$ cat config.mk
export PLATFORM = sky130hd
export DESIGN_NAME = vga_controller
export DESIGN_NICKNAME = d
export VERILOG_FILES = /design/src/rtl/vga_controller.sv
export SDC_FILE = /design/constraint.sdc
export NUM_CORES = 1
export LEC_CHECK = 0
export BUFFER_PORTS_ARGS = -buffer_cell sky130_fd_sc_hd__buf_2
export CAP_MARGIN = 20
export CORE_MARGIN = 10
export CORE_UTILIZATION = 30
export DETAILED_ROUTE_END_ITERATION = 7
export SETUP_SLACK_MARGIN = 0.1
export SLEW_MARGIN = 15
export SYNTH_ARGS = -nofsm -noshare
export SYNTH_HDL_FRONTEND = slang
export SYNTH_SLANG_ARGS = --single-unit
$ cat constraint.sdc
create_clock -name clk_100MHz -period 6.64 [get_ports clk_100MHz]
set_clock_uncertainty 0.2 [all_clocks]
set_input_delay 0.664 -clock clk_100MHz [delete_from_list [all_inputs] [get_ports clk_100MHz]]
set_output_delay 0.664 -clock clk_100MHz [all_outputs]
set_load 0.01 [all_outputs]
$ cat src/rtl/vga_controller.sv
// vga_controller: 640x480 @ 60 Hz VGA timing generator.
// A divide-by-CLK_DIV strobe (p_tick) paces the horizontal and vertical
// pixel counters; hsync/vsync are registered from the next counter values,
// so they stay cycle-aligned with x/y.
// Optional feature macro: VGA_FRAME_TICK_EN adds a registered one-cycle
// frame_tick pulse after each wrap from the last pixel back to (0,0).
module vga_controller #(
  parameter int unsigned CLK_DIV   = 4,
  parameter int unsigned H_DISPLAY = 640,
  parameter int unsigned H_FRONT   = 16,
  parameter int unsigned H_SYNC    = 96,
  parameter int unsigned H_BACK    = 48,
  parameter int unsigned V_DISPLAY = 480,
  parameter int unsigned V_FRONT   = 10,
  parameter int unsigned V_SYNC    = 2,
  parameter int unsigned V_BACK    = 33
) (
  input  logic       clk_100MHz,
  input  logic       reset,
  output logic       hsync,
  output logic       vsync,
  output logic       video_on,
  output logic       p_tick,
  output logic [9:0] x,
`ifdef VGA_FRAME_TICK_EN
  output logic [9:0] y,
  output logic       frame_tick
`else
  output logic [9:0] y
`endif
);

  localparam int unsigned CNT_W        = 10;
  localparam int unsigned DIV_W        = (CLK_DIV > 1) ? $clog2(CLK_DIV) : 1;
  localparam int unsigned H_TOTAL      = H_DISPLAY + H_FRONT + H_SYNC + H_BACK;
  localparam int unsigned V_TOTAL      = V_DISPLAY + V_FRONT + V_SYNC + V_BACK;
  localparam int unsigned H_SYNC_START = H_DISPLAY + H_FRONT;
  localparam int unsigned H_SYNC_END   = H_SYNC_START + H_SYNC - 1;
  localparam int unsigned V_SYNC_START = V_DISPLAY + V_FRONT;
  localparam int unsigned V_SYNC_END   = V_SYNC_START + V_SYNC - 1;

  logic [DIV_W-1:0] r_div;
  logic [CNT_W-1:0] r_h_count;
  logic [CNT_W-1:0] r_v_count;
  logic             r_hsync;
  logic             r_vsync;

  logic             w_p_tick;
  logic             w_h_wrap;
  logic             w_v_wrap;
  logic [CNT_W-1:0] w_h_next;
  logic [CNT_W-1:0] w_v_next;
  logic             w_hsync_next;
  logic             w_vsync_next;

  assign w_p_tick = (r_div == DIV_W'(CLK_DIV - 1));

  // Next counter values and the sync levels they imply
  always_comb begin
    w_h_wrap     = (r_h_count == CNT_W'(H_TOTAL - 1));
    w_v_wrap     = (r_v_count == CNT_W'(V_TOTAL - 1));
    w_h_next     = w_h_wrap ? '0 : r_h_count + CNT_W'(1);
    w_v_next     = r_v_count;
    if (w_h_wrap) begin
      w_v_next = w_v_wrap ? '0 : r_v_count + CNT_W'(1);
    end
    w_hsync_next = !((w_h_next >= CNT_W'(H_SYNC_START)) &&
                     (w_h_next <= CNT_W'(H_SYNC_END)));
    w_vsync_next = !((w_v_next >= CNT_W'(V_SYNC_START)) &&
                     (w_v_next <= CNT_W'(V_SYNC_END)));
  end

  // Free-running pixel clock divider
  always_ff @(posedge clk_100MHz or negedge reset) begin
    if (!reset) begin
      r_div <= '0;
    end else if (w_p_tick) begin
      r_div <= '0;
    end else begin
      r_div <= r_div + DIV_W'(1);
    end
  end

  // Pixel/line counters and syncs advance together on p_tick
  always_ff @(posedge clk_100MHz or negedge reset) begin
    if (!reset) begin
      r_h_count <= '0;
      r_v_count <= '0;
      r_hsync   <= 1'b1;
      r_vsync   <= 1'b1;
    end else if (w_p_tick) begin
      r_h_count <= w_h_next;
      r_v_count <= w_v_next;
      r_hsync   <= w_hsync_next;
      r_vsync   <= w_vsync_next;
    end
  end

`ifdef VGA_FRAME_TICK_EN
  logic r_frame_tick;

  // One-cycle pulse following the edge that wraps the frame to (0,0)
  always_ff @(posedge clk_100MHz or negedge reset) begin
    if (!reset) begin
      r_frame_tick <= 1'b0;
    end else begin
      r_frame_tick <= w_p_tick && w_h_wrap && w_v_wrap;
    end
  end

  assign frame_tick = r_frame_tick;
`endif

  assign p_tick   = w_p_tick;
  assign hsync    = r_hsync;
  assign vsync    = r_vsync;
  assign x        = r_h_count;
  assign y        = r_v_count;
  assign video_on = (r_h_count < CNT_W'(H_DISPLAY)) && (r_v_count < CNT_W'(V_DISPLAY));

endmodule

==> flow_metrics.tcl <==
set metrics [dict create \
    critPathLaunchType "flop" \
    path_cells "ha_1 > buf_2" \
    cts_root_buffer "clkbuf_8" \
    grt_max_degree 25 \
    cpMaxStageDelayCell "ha_1" \
    ys_warn_count 0 \
    coreArea_um2 4850 \
    status "finished, final reports clean" \
    ctsResizeCount 0 \
    slowest_delay_ps 650 \
    synthFlopType "dfrtp_1" \
    gr-total-overflow 0 \
    diodes 0 \
    fin_crit_sh_pct 36.2 \
    wl_per_cell_um 14.6 \
    synth-edff-count 0 \
    start_util_pct 31.7 \
    power_density_nw_per_um2 144 \
    grt_usage_pct 9.00 \
    instances_no_fill 261 \
    ys_types 50 \
    min_path_type "in2async" \
    crit_path_end_kind "output pin" \
    setup_viol 0 \
    rsz0062_at_grt "no" \
    cts.sinks 24 \
    nets 202 \
    maxCapViolCount 0 \
    clk_path_buf_depth 2 \
    gp_congestion 0.836 \
    synth_nets 184 \
    dp_hpwl_um 2770 \
    vias 1349 \
    fillCellCount 511 \
    numCtsBuffers 3 \
    rows 25 \
    netlist_area_um2 1540 \
    drtAntennaViolNets 0 \
    fin_setup_tns_ps 0 \
    dp.cells 257 \
    drc 0 \
    grt_antenna_before_repair 0 \
    area_growth_syn_to_layout_pct 12.4 \
    finalHoldViolCount 0 \
    first_global_vias 1278 \
    drive_gt1_share_pct 17.5 \
    clk_latency_ps 270 \
    period_needed_ps 2400 \
    postCtsSetupRepairBufs 0 \
    die_h_um 91.6 \
    p_leak_nw 0.716 \
    worst_pin_slew_ps 755 \
    cp_max_fo 21 \
    clkTransAtPathRegs_ps 90 \
    worstSetupPathType "reg2out" \
    required_ps 5780 \
    worstPathArrival_ps 1540 \
    synth_cells 177 \
    place.port_buffers 25 \
    ys_ff_latch 24 \
    slew_viol_final 0 \
    peakVddDrop_uv 64.2 \
    cts_tree "built" \
    die_area_um2 8390 \
    grt_pass1_wl_um 6400 \
    drt_iter0_drc 125 \
    yosysSeqAreaShare_pct 39.2 \
    die_x_um 91.6 \
    synthArstFlopShare_pct 100 \
    postSynthAreaPerCell_um2 8.69 \
    ctsHoldBuffers 0 \
    routed_wl_um 3820 \
    fmax_mhz 417 \
    routed_via_density 5.17 \
    slew_headroom_pct 49.7 \
    io_pins 26 \
    htree_levels 1 \
    first_pass_iters 4 \
]
## worst max-delay path: cells and delay by family (launching register included)
kind | cells | cell delay, ps
DFF | 1 | 360
adders and majority gates | 1 | 650
buffers and inverters | 1 | 260
## kinds of logic after synthesis
kind of cell	after synthesis	synth area share [%]
compound gates	49	20.7
mux	1	0.651
xor+xnor	6	3.42
fa+ha+maj	5	4.07
buf+inv	18	6.18
flops	24	39.2
simple gates	74	25.7
## final timing paths
kind                                         start                  to  slack, ps  depth (start not counted)
worst min-delay path                         reset    y[4]$_DFFE_PN0P_        170                          1
worst max-delay path            r_div[0]$_DFF_PN0_              p_tick       4240                          2
max in group asynchronous                    reset   hsync$_DFFE_PN1P_       5690                          1
worst max register to register    x[1]$_DFFE_PN0P_    y[6]$_DFFE_PN0P_       4250                          6
worst min register to register  r_div[0]$_DFF_PN0_  r_div[0]$_DFF_PN0_        240                          1
min in group clk_100MHz         r_div[0]$_DFF_PN0_  r_div[0]$_DFF_PN0_        240                          1
## area by class of cell
type	instances	area [um^2]	area share (%)
Multi-Input combinational cell	135	840	48.6
Inverter	6	22.5	1.30
Clock buffer	4	55.1	3.18
Timing Repair Buffer	25	125	7.24
Sequential cell	24	603	34.9
Tap cell	67	83.8	4.85
## per-stage QoR
step / utilization (%) / area, um^2 / hold slack [ps] / power, mW / worst slack [ps]
finish: 35.7 / 1730 / 172 / 0.249 / 4240
floorplan: - / 1540 / 168 / 0.149 / 4430
global route: 35.7 / 1730 / 222 / 0.258 / 4100
CTS: 35.7 / 1730 / 194 / 0.253 / 4230
detailed placement: 34.5 / 1670 / 234 / 0.152 / 4240
global placement: 34.5 / 1670 / 215 / 0.152 / 4310
## where the power goes
group,total (mW),switching [mW],internal [mW],leakage [nW]
logic,0.00302,0.00281,0.000210,0.373
registers,0.146,0,0.146,0.314
clock network,0.100,0.0475,0.0529,0.0288
total,0.249,0.0503,0.199,0.716
## sequential cells by signal (all words and copies together) (netlist names)
signal	count
y	10
hsync	1
vsync	1
r_div	2
x	10
## per-layer routing
layer | track usage, % | part of all wire, %
met1 | 12.4 | 51
met2 | 13.7 | 45
met3 | 1.48 | 3.4
met4 | 3.13 | 0.94
met5 | 0 | 0
## cells in the mapped netlist, drive strengths merged, types with 2 or more instances
cell | n | area share [%]
o21bai | 2 | 0.98
ha | 5 | 4.1
dfrtp | 22 | 36
o211ai | 3 | 1.5
nand4b | 2 | 1.1
and2 | 2 | 0.98
nor3 | 7 | 2.3
dfstp | 2 | 3.4
o41ai | 2 | 1.1
o21ai | 17 | 5.5
o31ai | 2 | 0.98
clkbuf | 2 | 0.49
nand3 | 11 | 3.9
xnor2 | 4 | 2.3
nor2 | 15 | 3.7
and3 | 4 | 1.6
buf | 10 | 4.2
inv | 6 | 1.5
a31oi | 4 | 1.6
nand4 | 6 | 2.4
xor2 | 2 | 1.1
nand2 | 17 | 4.1
a21o | 3 | 1.5
a21oi | 6 | 2.0
## layout by cell type (no fill, tap or decap), drive strengths merged, types with 2 or more instances in the layout
| cell type | Yosys | routed |
|---|---|---|
| o41ai | 2 | 2 |
| nor3 | 7 | 7 |
| clkbuf | 2 | 4 |
| a21oi | 6 | 6 |
| a21o | 3 | 3 |
| dfrtp | 22 | 22 |
| xnor2 | 4 | 4 |
| nor2 | 15 | 15 |
| xor2 | 2 | 2 |
| o211ai | 3 | 3 |
| dfstp | 2 | 2 |
| buf | 10 | 25 |
| nand4b | 2 | 2 |
| o31ai | 2 | 2 |
| and2 | 2 | 2 |
| inv | 6 | 6 |
| and3 | 4 | 4 |
| a31oi | 4 | 4 |
| ha | 5 | 5 |
| o21ai | 17 | 17 |
| nand2 | 17 | 17 |
| nand3 | 11 | 11 |
| o21bai | 2 | 2 |
| nand4 | 6 | 6 |
Note: power is estimated with default switching activity, not from simulation.
